File: src/rtl/modexp_wb_ctrl.sv
// Wishbone B4 classic slave for the modexp core: register file, start/completion
// sequencing, coherent 64-bit cycle counter and a sticky, maskable completion interrupt.
`timescale 1ns/1ps
module modexp_wb_ctrl #(
  parameter int unsigned AW           = 32,
  parameter int unsigned ADW          = 8,
  parameter int unsigned DEF_LEN      = 128,
  parameter logic [31:0] CORE_VERSION = 32'h302e3630
) (
  input  logic           wb_clk_i,
  input  logic           reset_n,
  input  logic [AW-1:0]  wb_adr_i,
  input  logic [31:0]    wb_dat_i,
  input  logic [3:0]     wb_sel_i,
  input  logic           wb_cyc_i,
  input  logic           wb_stb_i,
  input  logic           wb_we_i,
  output logic [31:0]    wb_dat_o,
  output logic           wb_ack_o,
  output logic           wb_err_o,
  output logic           int_o,
  output logic           core_start,
  input  logic           core_ready,
  output logic [ADW-1:0] core_mod_len,
  output logic [ADW-1:0] core_exp_len,
  output logic [1:0]     core_mem_sel,
  output logic           core_mem_cs,
  output logic           core_mem_wr,
  output logic           core_mem_rst,
  output logic [31:0]    core_mem_wdata,
  input  logic [31:0]    core_mem_rdata
);

  localparam int unsigned DW = 32;
  localparam int unsigned CW = 64;

  localparam logic [DW-1:0] NAME0 = 32'h6d6f6465;
  localparam logic [DW-1:0] NAME1 = 32'h78702020;

  localparam logic [7:0] A_NAME0   = 8'h00;
  localparam logic [7:0] A_NAME1   = 8'h01;
  localparam logic [7:0] A_VERSION = 8'h02;
  localparam logic [7:0] A_CTRL    = 8'h08;
  localparam logic [7:0] A_STATUS  = 8'h09;
  localparam logic [7:0] A_IRQ_EN  = 8'h0A;
  localparam logic [7:0] A_IRQ_CLR = 8'h0B;
  localparam logic [7:0] A_CYC_HI  = 8'h10;
  localparam logic [7:0] A_CYC_LO  = 8'h11;
  localparam logic [7:0] A_MOD_LEN = 8'h20;
  localparam logic [7:0] A_EXP_LEN = 8'h21;

  typedef enum logic [1:0] {ST_IDLE, ST_ARM, ST_SYNC, ST_BUSY} state_t;

  state_t          state, state_d;
  logic            start_d;
  logic            done_set_c;
  logic            busy;
  logic            done;
  logic            irq_en;
  logic [CW-1:0]   count;
  logic [DW-1:0]   cyc_shadow;

  logic [7:0]      addr;
  logic            req_c, bad_c, ok_c, err_c, wr_ok_c, rd_ok_c;
  logic            mapped, ro, guarded, is_len, is_data, is_ptr;
  logic [DW-1:0]   rd_data;
  logic [2:0]      mem_idx;
  logic            start_c, clr_c;
  logic            unused_adr;

  assign addr       = wb_adr_i[7:0];
  assign unused_adr = ^wb_adr_i[AW-1:8];
  assign busy       = (state != ST_IDLE);

  // Ack/err registers mask the request so a held strobe is not a second access.
  assign req_c = reset_n & wb_cyc_i & wb_stb_i & ~wb_ack_o & ~wb_err_o;

  // Address decode and read mux.
  always_comb begin
    mapped  = 1'b1;
    ro      = 1'b0;
    guarded = 1'b0;
    is_len  = 1'b0;
    is_data = 1'b0;
    is_ptr  = 1'b0;
    rd_data = '0;
    case (addr)
      A_NAME0:   begin ro = 1'b1; rd_data = NAME0; end
      A_NAME1:   begin ro = 1'b1; rd_data = NAME1; end
      A_VERSION: begin ro = 1'b1; rd_data = CORE_VERSION; end
      A_CTRL:    begin guarded = 1'b1; rd_data = {31'b0, busy}; end
      A_STATUS:  begin ro = 1'b1; rd_data = {29'b0, int_o, done, ~busy}; end
      A_IRQ_EN:  rd_data = {31'b0, irq_en};
      A_IRQ_CLR: rd_data = '0;
      A_CYC_HI:  begin ro = 1'b1; rd_data = cyc_shadow; end
      A_CYC_LO:  begin ro = 1'b1; rd_data = count[31:0]; end
      A_MOD_LEN: begin guarded = 1'b1; is_len = 1'b1; rd_data = DW'(core_mod_len); end
      A_EXP_LEN: begin guarded = 1'b1; is_len = 1'b1; rd_data = DW'(core_exp_len); end
      8'h30, 8'h40, 8'h50, 8'h60: begin guarded = 1'b1; is_ptr = 1'b1; end
      8'h31, 8'h41, 8'h51: begin guarded = 1'b1; is_data = 1'b1; rd_data = core_mem_rdata; end
      8'h61:     begin guarded = 1'b1; ro = 1'b1; is_data = 1'b1; rd_data = core_mem_rdata; end
      default:   mapped = 1'b0;
    endcase
  end

  assign bad_c   = ~mapped |
                   (wb_we_i & (ro | (wb_sel_i != 4'hF) |
                               (is_len & (wb_dat_i[ADW-1:0] == '0)) |
                               (guarded & busy)));
  assign err_c   = req_c & bad_c;
  assign ok_c    = req_c & ~bad_c;
  assign wr_ok_c = ok_c & wb_we_i;
  assign rd_ok_c = ok_c & ~wb_we_i;
  assign start_c = wr_ok_c & (addr == A_CTRL) & wb_dat_i[0];
  assign clr_c   = wr_ok_c & (addr == A_IRQ_CLR) & wb_dat_i[0];

  // Operand-memory port: strobes are single-cycle, qualified by the request.
  assign mem_idx        = addr[6:4] - 3'd3;
  assign core_mem_sel   = (reset_n & (is_data | is_ptr)) ? mem_idx[1:0] : 2'd0;
  assign core_mem_cs    = ok_c & is_data;
  assign core_mem_wr    = wr_ok_c & is_data;
  assign core_mem_rst   = wr_ok_c & is_ptr;
  assign core_mem_wdata = reset_n ? wb_dat_i : '0;

  // Start/completion sequencing.
  always_comb begin
    state_d    = state;
    start_d    = 1'b0;
    done_set_c = 1'b0;
    case (state)
      ST_IDLE: if (start_c) state_d = ST_ARM;
      ST_ARM:  begin start_d = 1'b1; state_d = ST_SYNC; end
      ST_SYNC: if (!core_ready) state_d = ST_BUSY;
      ST_BUSY: if (core_ready) begin done_set_c = 1'b1; state_d = ST_IDLE; end
      default: state_d = ST_IDLE;
    endcase
  end

  always_ff @(posedge wb_clk_i or negedge reset_n) begin
    if (!reset_n) begin
      state      <= ST_IDLE;
      core_start <= 1'b0;
    end else begin
      state      <= state_d;
      core_start <= start_d;
    end
  end

  // Bus response and register file.
  always_ff @(posedge wb_clk_i or negedge reset_n) begin
    if (!reset_n) begin
      wb_ack_o     <= 1'b0;
      wb_err_o     <= 1'b0;
      wb_dat_o     <= '0;
      core_mod_len <= ADW'(DEF_LEN);
      core_exp_len <= ADW'(DEF_LEN);
      irq_en       <= 1'b0;
      done         <= 1'b0;
      int_o        <= 1'b0;
      cyc_shadow   <= '0;
    end else begin
      wb_ack_o <= ok_c;
      wb_err_o <= err_c;
      if (rd_ok_c)
        wb_dat_o <= rd_data;
      else if (req_c && wb_we_i)
        wb_dat_o <= '0;
      if (wr_ok_c && addr == A_MOD_LEN) core_mod_len <= wb_dat_i[ADW-1:0];
      if (wr_ok_c && addr == A_EXP_LEN) core_exp_len <= wb_dat_i[ADW-1:0];
      if (wr_ok_c && addr == A_IRQ_EN)  irq_en <= wb_dat_i[0];
      // Completion wins over a simultaneous clear.
      if (done_set_c)
        done <= 1'b1;
      else if (clr_c)
        done <= 1'b0;
      int_o <= done & irq_en;
      if (rd_ok_c && addr == A_CYC_LO) cyc_shadow <= count[CW-1:32];
    end
  end

  // Saturating cycle counter, cleared when a new operation is armed.
  always_ff @(posedge wb_clk_i or negedge reset_n) begin
    if (!reset_n)
      count <= '0;
    else if (state == ST_ARM)
      count <= '0;
    else if ((state == ST_SYNC || state == ST_BUSY) && count != '1)
      count <= count + CW'(1);
  end

endmodule

File: config.mk
export PLATFORM = sky130hd
export DESIGN_NAME = modexp_wb_ctrl
export DESIGN_NICKNAME = d
export VERILOG_FILES = /design/src/rtl/modexp_wb_ctrl.sv
export SDC_FILE = /design/constraint.sdc
export NUM_CORES = 1
export LEC_CHECK = 0
export BUFFER_PORTS_ARGS = -buffer_cell sky130_fd_sc_hd__buf_4
export CAP_MARGIN = 20
export CORE_ASPECT_RATIO = 0.75
export CORE_MARGIN = 8
export CORE_UTILIZATION = 59
export CTS_CLUSTER_SIZE = 40
export DETAILED_ROUTE_END_ITERATION = 8
export PLACE_DENSITY_LB_ADDON = 0.2
export SETUP_SLACK_MARGIN = 0.2
export SLEW_MARGIN = 20
export SYNTH_ARGS = -nofsm -noshare
export SYNTH_HDL_FRONTEND = slang
export SYNTH_SLANG_ARGS = --single-unit
export TNS_END_PERCENT = 1
File: constraint.sdc
create_clock -name wb_clk_i -period 4.1 [get_ports wb_clk_i]
set_input_delay 0.41 -clock wb_clk_i [delete_from_list [all_inputs] [get_ports wb_clk_i]]
set_output_delay 0.41 -clock wb_clk_i [all_outputs]
set_load 0.01 [all_outputs]
# --- Word level (Yosys, flattened, before mapping) ---
# Index checks and enable logic that the tools add are counted.
word_totals:
  in_bits: 106
  ff_bits: 152
  output_inout_bits: 89
op_classes:
  n_bitwise: 31
  n_addsub: 2
  eq_ne: 26
  reduce_logical: 21
  n_mux: 22
ops:
  columns: ["op", "count"]
  rows:
  - ["$pmux W32 S11", 1]
  - ["$mux W64", 2]
  - ["$mux W32", 3]
  - ["$add A64 B1 Y64 const B", 1]
  - ["$ne A64 B64 Y1 const B", 1]
  - ["$eq A8 B7 Y1 const B", 6]
  - ["$eq A8 B4 Y1 const B", 4]
  - ["$eq A8 B6 Y1 const B", 4]
  - ["$and A1 B1 Y1", 20]
  - ["$reduce_or A19 Y1", 1]
  - ["$eq A8 B5 Y1 const B", 2]
  - ["$logic_not A8 Y1", 2]
  - ["$mux W1", 11]
  - ["$reduce_or A11 Y1", 1]
  - ["$eq A8 B1 Y1 const B", 1]
  - ["$eq A8 B2 Y1 const B", 1]
  - ["$mux W2", 4]
  - ["$pmux W2 S4", 1]
  - ["$reduce_bool A2 Y1", 4]
  - ["$reduce_or A4 Y1", 2]
  - ["$reduce_or A7 Y1", 1]
  - ["$logic_and A1 B1 Y1", 6]
  - ["$ne A2 B2 Y1 const B", 3]
  - ["$not A1 Y1", 6]
  - ["9 further kinds", 14]

# --- Longest topological paths before layout ---
# Gate-level depths: netlist of run 1.
depth:
  word_depth: 15
  ltp_mapped: 10
  depth_no_buf: 8

# --- Worst setup path before layout of run 1 ---
# Ideal clock, no wire load.
synth_path:
  path_type: "input -> output"
  startpoint: "input port wb_adr_i[4]"
  endpoint: "output port core_mem_wr"
  t_arrival_ns: 2.517
  stages: 10
  slack_ns: 1.173
  path_cell_list: "inv_1 ha_1 nor4b_1 o211a_1 o221a_2 o31ai_2 a211o_1 buf_4 buf_2 nor3_1"
synth_via:
  elab_chain_cells: 12
  word_cells_on_any_way: 41
  cone_classes: "eq/ne: 18; mux: 5; bitwise: 12; reduce/logical: 6"
synth_rtl:
  columns: ["item", "line", "text"]
  rows:
  - ["start, declared", "12", "input logic [AW-1:0] wb_adr_i,"]
  - ["$eq A8 B5 Y1 (tied with other cells)", "87", "case (addr)"]
  - ["$reduce_or A7 Y1 (no line) or $reduce_or A2 Y1 (tied branches)", null, null]
  - ["$mux W1", "87", null]
  - ["$or A1 B1 Y1 or $and A1 B1 Y1 (tied branches)", "107, 108", null]
  - ["$or A1 B1 Y1", "107", "(wb_we_i & (ro | (wb_sel_i != 4'hF) |"]
  - ["$or A1 B1 Y1", "108", "(is_len & (wb_dat_i[ADW-1:0] == '0)) |"]
  - ["$and A1 B1 Y1", "107", null]
  - ["$or A1 B1 Y1", "106", "assign bad_c = ~mapped |"]
  - ["$not A1 Y1", "111", "assign ok_c = req_c & ~bad_c;"]
  - ["$and A1 B1 Y1", "111", null]
  - ["$and A1 B1 Y1", "112", "assign wr_ok_c = ok_c & wb_we_i;"]
  - ["$and A1 B1 Y1 *", "121", "assign core_mem_wr = wr_ok_c & is_data;"]
  - ["end, declared", "28", "output logic core_mem_wr,"]
# Mark *: on every way between the ends. The rest lies on a longest branch, timed or not.

# --- Final worst setup path of run 1 ---
layout_path:
  startpoint: "register count[0]"
  endpoint: "register count[51]"
layout_via:
  elab_chain_cells: 3
  word_cells_on_any_way: 6
  cone_classes: "add/sub: 1; eq/ne: 1; mux: 2; reduce/logical: 2"
layout_rtl:
  columns: ["item", "line", "text"]
  rows:
  - ["start, declared", "60", "logic [CW-1:0] count;"]
  - ["start signal, assigned", "188", "count <= count + CW'(1);"]
  - ["$add A64 B1 Y64 or $ne A64 B64 Y1 (tied branches)", "188, 187", null]
  - ["$mux W64 or $logic_and A1 B1 Y1 (tied branches)", "187", "else if ((state == ST_SYNC || state == ST_BUSY) && count != '1)"]
  - ["$mux W64 or $reduce_bool A2 Y1 (tied branches)", null, null]
# Parallel ways exist; a longest one is shown, timed or not. The select of a mux whose other input is x is not followed.
# A chain may end at the register's enable or synchronous reset.

==> results_dict.tcl, run 1 <==
set metrics [dict create \
    place_area_um2 10200 \
    final_nets 1195 \
    syn_avg_cell_area_um2 9.38 \
    final_antenna_net_count 0 \
    yosys.area.top_type "dfrtp_1" \
    status "complete, no violations" \
    min_period_ns 3.24 \
    cts_setup_buffers 0 \
    vias_per_cell 6.41 \
    cts.clk_slew.worst_paths_ns 0.07 \
    cts.sinks 152 \
    synthToLayoutAreaGrowth_pct 23.7 \
    synth_warnings 0 \
    p_clk_share_pct 41.1 \
    wl_per_cell_um 21.4 \
    hp-class "in2reg" \
    start_kind "flip-flop" \
    synth_top_area_share_pct 42.7 \
    grt_pass1_wl_um 42800 \
    async_flop_share_pct 100 \
    fin_setup_tns_ns 0 \
    core-area_um2 14500 \
    htreeDepth 4 \
    row_count 38 \
    cts_tree "yes" \
    grt_max_degree 119 \
    crit_arrival_ns 3.57 \
    cts_root_buffer "clkbuf_16" \
    dp_hpwl_um 19500 \
    synth_area_leaders "dfrtp_1 (43%), mux2_2 (6.3%), nand2_1 (6.0%), mux2i_1 (5.6%), and2_1 (2.8%)" \
    instances_no_fill 1293 \
    post_cts_resized 0 \
    grt-ovfl-total 0 \
    critPathKind "reg2reg" \
    clockBufferDepth 2 \
    dieArea_um2 19100 \
    die_h_um 122 \
    antenna_cells 0 \
    finalWorstSetupSlack_ns 0.862 \
    place_congestion 0.928 \
    die_x_um 157 \
    setup_viol 0 \
    vias 8293 \
    drv_slew 0 \
    p_int_mw 2.86 \
    combinationalPowerShare_pct 19.7 \
    endpoint_kind "flip-flop" \
    ioPinCount 195 \
    grt_pass1_vias 7721 \
    synth_edf_count 0 \
    grt_antenna_before_repair 0 \
    swShare_pct 31.4 \
    synth.distinct_cells 67 \
    rsz0062_at_grt "no" \
    syn_inst 937 \
    port_buffers 170 \
    cp.required_ns 4.43 \
    clock-skew-final_ns 0.0130 \
    drtIter0Drc 1034 \
    initial_utilization_pct 60.6 \
    peakVddDrop_v 0.000274 \
    maxCapViolations 0 \
    ys.flop_type "dfrtp_1" \
    numCtsBuffers 17 \
    syn_nets 1052 \
    min_period_over_period_pct 79.0 \
    mostFrequentLayoutCell "buf_4" \
    pre_cts_ws_ns 0.850 \
    slew_headroom_pct 50.7 \
    leakagePower_nw 5.03 \
    drive_above_1_share_pct 29.3 \
    worst_pin_slew_ns 0.732 \
    pwr_density_cell_nw_per_um2 384 \
    p_sw_mw 1.31 \
    grt_usage_pct 28.6 \
    whs_ns 0.250 \
    ys_seq_area_share_pct 43.3 \
    ys_ff_latch 152 \
    fmax_ghz 0.309 \
    syn_area_um2 8790 \
    clkLatencyLatePin_ns 0.42 \
    worstPathMaxFanout 39 \
    place_inst 1260 \
    drc 0 \
    final_cell_mix "buf_4 (184), dfrtp_1 (150), nand2_1 (141)" \
    dr.pass1.iters 5 \
    fin_area_um2 10900 \
    p_seq_share_pct 39.2 \
    finalHoldViolations 0 \
    hold_buffers 1 \
    routed_wl_um 27700 \
]
-- logic make-up (layout without fill, tap and decap cells) --
| family | Yosys count | count (layout) | synth area share, % |
|---|---|---|---|
| and+or+nand+nor | 428 | 428 | 25.3 |
| AOI/OAI and AO/OA | 159 | 159 | 13.2 |
| DFF | 152 | 152 | 43.3 |
| muxes | 98 | 98 | 11.9 |
| buffers and inverters | 79 | 235 | 3.83 |
| xor gates and xnor gates | 12 | 12 | 1.20 |
| adders and majority gates | 9 | 9 | 1.28 |
-- cell type report --
cell class / instances / area [um2]
clock buffers: 17 / 425
clock inverters: 15 / 215
fillers: 1100 / 3630
inverters: 15 / 56.3
multi-input cells: 706 / 4680
flip-flops and latches: 152 / 3810
well taps: 200 / 250
repair buffers: 188 / 1440
-- state kept, by name (all words and copies together), names as in the netlist --
signal / flops
core_exp_len: 8
core_start: 1
state: 2
count: 64
done: 1
core_mod_len: 8
cyc_shadow: 32
int_o: 1
wb_ack_o: 1
wb_err_o: 1
irq_en: 1
wb_dat_o: 32
-- synth_stat cells (9+ instances only) --
cell and instances:
a21oi_1 25, a22oi_1 17, a31o_2 23, and2_1 39, and3_1 12, buf_2 17
clkbuf_1 38, dfrtp_1 150, ha_1 9, inv_1 14, mux2_2 49, mux2i_1 49
nand2_1 141, nand3_1 37, nand4_1 21, nor2_1 60, nor3_1 31, nor3b_1 9
nor4_1 20, nor4b_1 10, o21ai_0 34, or2_2 12, or4_1 9
-- layer usage --
metal  vias to the layer above  share of wire, %  global-route usage (%)
li1                       3717                 -                       -
met3                        48                11                    6.86
met5                         -                 0                       0
met1                      4055                41                    39.0
met2                       473                46                    44.1
met4                         0               2.0                    9.70
-- worst max-delay path, stage by stage (launching register included) --
cell and delay, ns:
dfrtp_1 0.49, ha_1 0.28, and4_1 0.29, nor3b_1 0.53, nand4_1 0.33, o21ai_4 0.48, buf_12 0.26, nor2_1 0.06
buf_4 0.22, nor3_1 0.20
-- worst paths after layout --
path | from | endpoint | slack (ns) | depth (start not counted)
worst min register to register | irq_en | irq_en | 0.51 | 1
max in group asynchronous | reset_n | cyc_shadow[31] | 2.81 | 3
worst max-delay path | count[0] | count[51] | 0.86 | 9
worst min-delay path | wb_dat_i[1] | core_mod_len[1] | 0.25 | 2
min in group asynchronous | reset_n | count[37] | 0.42 | 2
worst max register to register | count[0] | count[51] | 0.86 | 9
-- metrics by stage --
stage	power (mW)	utilization, %
after floorplan	2.11	-
after global placement	2.43	70.5
after detailed placement	2.46	70.5
after CTS	4.17	75.0
after global routing	4.32	75.0
final	4.18	75.0
-- power groups by stage --
stage / Sequential (mW) / Clock [mW] / Combinational [mW]
after detailed placement: 1.66 / 0 / 0.799
final: 1.64 / 1.72 / 0.821
after CTS: 1.63 / 1.73 / 0.806
after global routing: 1.64 / 1.80 / 0.883
after global placement: 1.66 / 0 / 0.770
after floorplan: 1.62 / 0 / 0.482
No activity file was read; power rests on OpenSTA's default activity.
==> run 2: changes to the inputs <==
- CORE_UTILIZATION: 59 -> 55
- clock period: 4.1 -> 3.2 ns (I/O delays scaled with it)
==> run 2 against run 1 <==
Effect of this change:
- the flow now finishes with violations (hold timing)
- final cell count up 1.9%
- power up 25%
- worst hold slack worse by 0.25 ns
- sequential cell count unchanged
- via count down 1.1%
- register-to-register slack worse by 0.50 ns
- sequential power up 27%
- non-clock buffer count up 14
- critical path depth up 1
- count of clock-buffer cells in the layout up 3
- global-route usage down 1.6 points
- die area up 6.4%
==> results_dict.tcl, run 2 (synthesis gave the netlist of run 1 again) <==
set metrics [dict create \
    grt_antenna_before_repair 0 \
    grt_usage_pct 27.0 \
    pwr_density_cell_nw_per_um2 478 \
    routed_wl_um 27800 \
    final_nets 1209 \
    ioPinCount 195 \
    crit_arrival_ns 2.53 \
    peakVddDrop_v 0.000475 \
    grt_pass1_wl_um 43800 \
    htreeDepth 4 \
    grt_max_degree 131 \
    die_x_um 162 \
    failed_checks "hold timing" \
    place_congestion 0.912 \
    vias_per_cell 6.23 \
    min_period_ns 2.85 \
    start_kind "input port" \
    top_register "count" \
    finalHoldViolations 2 \
    place_inst 1285 \
    initial_utilization_pct 55.6 \
    fmax_ghz 0.351 \
    drive_above_1_share_pct 30.3 \
    largestRegisters "count (64), cyc_shadow (32), wb_dat_o (32)" \
    row_count 40 \
    reg2reg_from "count[14]" \
    worstPathMaxFanout 10 \
    wl_per_cell_um 21.1 \
    clockBufferDepth 2 \
    drc 0 \
    total_power_mw 5.24 \
    endpoint_kind "output port" \
    rr_endpoint "count[43]" \
    port_buffers 170 \
    mostFrequentLayoutCell "buf_4" \
    fin_setup_tns_ns 0 \
    min_period_over_period_pct 89.1 \
    critPathKind "in2out" \
    worst_pin_slew_ns 0.783 \
    rsz0062_at_grt "yes" \
    die_h_um 125 \
    dr.pass1.iters 7 \
    r2r_cells 6 \
    antenna_cells 0 \
    cts.clk_slew.worst_paths_ns 0.06 \
    dieArea_um2 20300 \
    r2r_slack_ns 0.36 \
    cts_root_buffer "clkbuf_16" \
    core-area_um2 15800 \
    final_cell_mix "buf_4 (199), dfrtp_1 (150), nand2_1 (141)" \
    cts.sinks 152 \
    instances_no_fill 1317 \
    final_antenna_net_count 0 \
    clock-skew-final_ns 0.00651 \
    hp-class "in2async" \
    slew_headroom_pct 47.8 \
    maxCapViolations 0 \
    grt-ovfl-total 0 \
    dp_hpwl_um 19500 \
    cp.required_ns 2.88 \
    numCtsBuffers 17 \
    grt_pass1_vias 7802 \
    leakagePower_nw 5.10 \
    drtIter0Drc 880 \
    vias 8200 \
    whs_ns -0.00429 \
    nFillCells 1248 \
    synthToLayoutAreaGrowth_pct 24.7 \
    cts_setup_buffers 0 \
    finalWorstSetupSlack_ns 0.348 \
    pre_cts_ws_ns 0.158 \
    drv_slew 0 \
    status "finished with violations" \
    setup_viol 0 \
    cts_tree "yes" \
    clkLatencyLatePin_ns 0.43 \
    largest_reg_flops 64 \
]
==> run 2: changes by cell type in the layout (fill, tap and decap cells not counted), sizes merged, moves of 3 or more <==
| cell | change |
|---|---|
| clkinv | +5 |
| clkinvlp | -3 |
| buf | +15 |
| clkbuf | +3 |
| inv | -4 |
==> run 2: metal layers <==
metal / up-vias / share of wire [%] / GRT usage [%]
met5: - / 0 / 0
met4: 0 / 1.2 / 6.25
met3: 40 / 8.3 / 6.69
met2: 389 / 46 / 41.2
met1: 4016 / 45 / 37.9
li1: 3755 / - / -
==> run 2: final cells by class <==
| class | count | area, um2 | area share [%] |
|---|---|---|---|
| timing repair buffer | 202 | 1550 | 14.1 |
| inverter | 15 | 56.3 | 0.514 |
| multi-input combinational | 706 | 4690 | 42.7 |
| clock inverter | 12 | 149 | 1.36 |
| clock buffer | 20 | 457 | 4.17 |
| tap | 210 | 263 | 2.40 |
| sequential | 152 | 3810 | 34.7 |
==> run 2: critical path, cell delays in order <==
cell and delay (ns):
buf_4 0.13, inv_1 0.08, ha_1 0.29, or4b_2 0.65, a21oi_1 0.30, nand2_1 0.11
o211ai_2 0.18, a211o_2 0.25, nor3_1 0.06, buf_4 0.15
==> run 2: stage by stage <==
stage / util, % / hold WS, ns / area [um2]
CTS: 69.3 / 0.0181 / 11000
finish: 69.3 / -0.00429 / 11000
floorplan: - / 0.0244 / 8790
global route: 69.3 / 0.0258 / 11000
detailed placement: 65.4 / 0.474 / 10300
global placement: 65.4 / 0.466 / 10300
==> run 2: report_power, final <==
group	switching [mW]	internal (mW)
Clock	0.817	1.27
Sequential	0.104	1.98
Combinational	0.699	0.367
==> run 2: worst max-delay path by stage <==
stage / startpoint / to / slack (ns) / cells past startpoint
after floorplan: wb_adr_i[4] / core_mem_wr / 0.45 / 10
after global placement: wb_adr_i[4] / core_mod_len[6] / 0.23 / 9
after detailed placement: wb_adr_i[4] / core_mod_len[5] / 0.16 / 9
after CTS: wb_adr_i[4] / core_mem_wr / 0.35 / 10
after global routing: count[0] / count[16] / 0.19 / 7
final: wb_adr_i[4] / core_mem_wr / 0.35 / 10
==> run 2: timing repair <==
item                                    4_1_cts  5_1_grt
hold buffers                                  0        0
endpoints found under the setup margin        0        2
resized for setup                             0        1
==> run 3: changes to the inputs <==
- ABC_AREA: not set -> 1
- CORE_UTILIZATION: 55 -> 56
==> run 3 against run 2 <==
Effect of this change:
- the flow now finishes without violations
- synthesized cell count increased by 35%
- utilization grew 0.91 points
- sequential share of layout area down 0.77 points
- non-clock buffer count down 5
- combinational power rose by 7%
- sequential power about the same
- sequential cell count stayed put
- critical path depth is 3 higher
- cell area is 2.3% higher
- worst hold slack better by 0.027 ns
- global-route usage is 3.9 points higher
- critical path type is now reg2reg
- largest cell class unchanged
- largest power group unchanged
- highest routed layer unchanged
==> results_dict.tcl, run 3 <==
set metrics [dict create \
    status "complete, no violations" \
    syn_area_um2 9120 \
    start_kind "flip-flop" \
    synth_top_area_share_pct 41.2 \
    grt_max_degree 68 \
    cts.clk_slew.worst_paths_ns 0.07 \
    nFillCells 1356 \
    grt_pass1_wl_um 49400 \
    ff_latch_area_um2 3810 \
    worst_pin_slew_ns 0.897 \
    synth.most_common_cell "nand2_1" \
    instances_no_fill 1658 \
    core-area_um2 16000 \
    htreeDepth 4 \
    finalHoldViolations 0 \
    endpoint_kind "flip-flop" \
    largestRegisters "count (64), cyc_shadow (32), wb_dat_o (32)" \
    synthToLayoutAreaGrowth_pct 23.0 \
    ys_ff_latch 152 \
    grt_usage_pct 30.9 \
    synth.distinct_cells 41 \
    cts_root_buffer "clkbuf_16" \
    clockBufferDepth 2 \
    dr.pass1.iters 7 \
    pwr_density_cell_nw_per_um2 469 \
    ys.flop_type "dfrtp_1" \
    critPathKind "reg2reg" \
    clkLatencyLatePin_ns 0.44 \
    worstPathMaxFanout 5 \
    whs_ns 0.0227 \
    cts_setup_buffers 0 \
    synth_warnings 0 \
    row_count 40 \
    synth_area_leaders "dfrtp_1 (41%), nand2_1 (14%), inv_1 (7.2%), nor2_1 (4.8%), o21ai_0 (3.8%)" \
    drv_slew 0 \
    drtIter0Drc 1244 \
    place_congestion 1.00 \
    die_h_um 127 \
    place_area_um2 10600 \
    top_register "count" \
    dp_hpwl_um 24900 \
    cts_tree "yes" \
    fin_util_pct 70.2 \
    final_antenna_net_count 0 \
    peakVddDrop_v 0.000344 \
    crit_arrival_ns 3.10 \
    async_flop_share_pct 100 \
    syn_nets 1381 \
    place_inst 1625 \
    drive_above_1_share_pct 18.0 \
    cts.sinks 152 \
    ioPinCount 195 \
    wl_per_cell_um 19.4 \
    port_buffers 170 \
    clock-skew-final_ns 0.00916 \
    vias 9637 \
    drc 0 \
    fmax_ghz 0.366 \
    synth_edf_count 0 \
    slew_headroom_pct 40.2 \
    syn_avg_cell_area_um2 7.20 \
    min_period_over_period_pct 85.4 \
    post_cts_resized 0 \
    fin_area_um2 11200 \
    final_nets 1549 \
    synthTopCellsByCount "nand2_1 (333), inv_1 (176), dfrtp_1 (150), nor2_1 (116), o21ai_0 (69)" \
    mostFrequentLayoutCell "nand2_1" \
    die_x_um 163 \
    ys_seq_area_share_pct 41.7 \
    grt_antenna_before_repair 1 \
    largest_reg_flops 64 \
    rsz0062_at_grt "no" \
    routed_wl_um 32200 \
    hp-class "in2async" \
    leakagePower_nw 5.42 \
    final_cell_mix "nand2_1 (333), buf_4 (196), inv_1 (176)" \
    fin_setup_tns_ns 0 \
    hold_buffers 0 \
    grt-ovfl-total 0 \
    min_period_ns 2.73 \
    numCtsBuffers 17 \
    dieArea_um2 20700 \
    vias_per_cell 5.81 \
    syn_inst 1266 \
    grt_pass1_vias 8703 \
    maxCapViolations 0 \
    initial_utilization_pct 57.1 \
    setup_viol 0 \
    yosys.area.top_type "dfrtp_1" \
    multiInputGateArea_um2 4380 \
    cp.required_ns 3.57 \
]
==> run 3: report_power, final <==
part           switching (mW)  internal (mW)  total, mW  leakage (nW)
combinational           0.820          0.321       1.14          3.16
sequential             0.0693           2.00       2.07          1.97
clock                   0.916           1.13       2.05         0.288
==> run 3: logic make-up (layout without fill, tap and decap cells) <==
logic type	count (synthesis)	in the layout	share of synthesized area (%)
AND/OR/NAND/NOR	648	648	31.1
buffers and inverters	230	411	10.2
AO/OA/AOI/OAI	200	200	13.1
flip-flops	152	152	41.7
XOR/XNOR	26	26	2.50
adder cells (fa/ha/maj)	9	9	1.24
multiplexers	1	1	0.110
other	0	1	0
==> run 3: path summary, 6_finish.rpt <==
| kind | startpoint | slack (ns) | end | cells past startpoint |
|---|---|---|---|---|
| min in group wb_clk_i | wb_dat_i[5] | 0.11 | core_exp_len[5] | 3 |
| max in group asynchronous | reset_n | 1.83 | count[60] | 3 |
| worst min-delay path | reset_n | 0.02 | core_exp_len[0] | 2 |
| worst max-delay path | count[0] | 0.47 | count[48] | 13 |
| worst min register to register | core_exp_len[7] | 0.49 | core_exp_len[7] | 2 |
| worst max register to register | count[0] | 0.47 | count[48] | 13 |
==> run 3: routing by layer <==
metal,track usage (%),vias up,wire (um)
met5,0,-,0
met4,9.36,0,590
met3,8.86,52,3980
met2,43.3,581,13600
met1,45.1,4484,14000
li1,-,4520,-
==> run 3: layout make-up <==
| class | instances | share of cell area, % |
|---|---|---|
| antenna | 1 | 0.0223 |
| clock buffer | 18 | 3.92 |
| clock inverter | 14 | 1.37 |
| inverter | 182 | 6.09 |
| multi-input combinational | 884 | 39.1 |
| sequential | 152 | 34.0 |
| tap | 210 | 2.34 |
| timing repair buffer | 197 | 13.2 |
==> run 3: per-stage QoR <==
step / setup slack, ns / power (mW)
2_1_floorplan: 1.11 / 2.77
3_3_place_gp: 0.688 / 3.18
3_5_place_dp: 0.652 / 3.21
4_1_cts: 0.559 / 5.23
5_1_grt: 0.301 / 5.42
6_report: 0.468 / 5.25
==> run 3: critical path, cell delays in order (launching register included) <==
cell	delay (ns)
dfrtp_1	0.43
ha_1	0.20
nand2_1	0.07
inv_1	0.08
nand3_1	0.16
nor2_2	0.20
nand2_1	0.14
nor3_1	0.30
nand3_1	0.22
nor2_1	0.32
nand2_1	0.19
o21ai_0	0.20
nand2_1	0.07
nor2_1	0.09
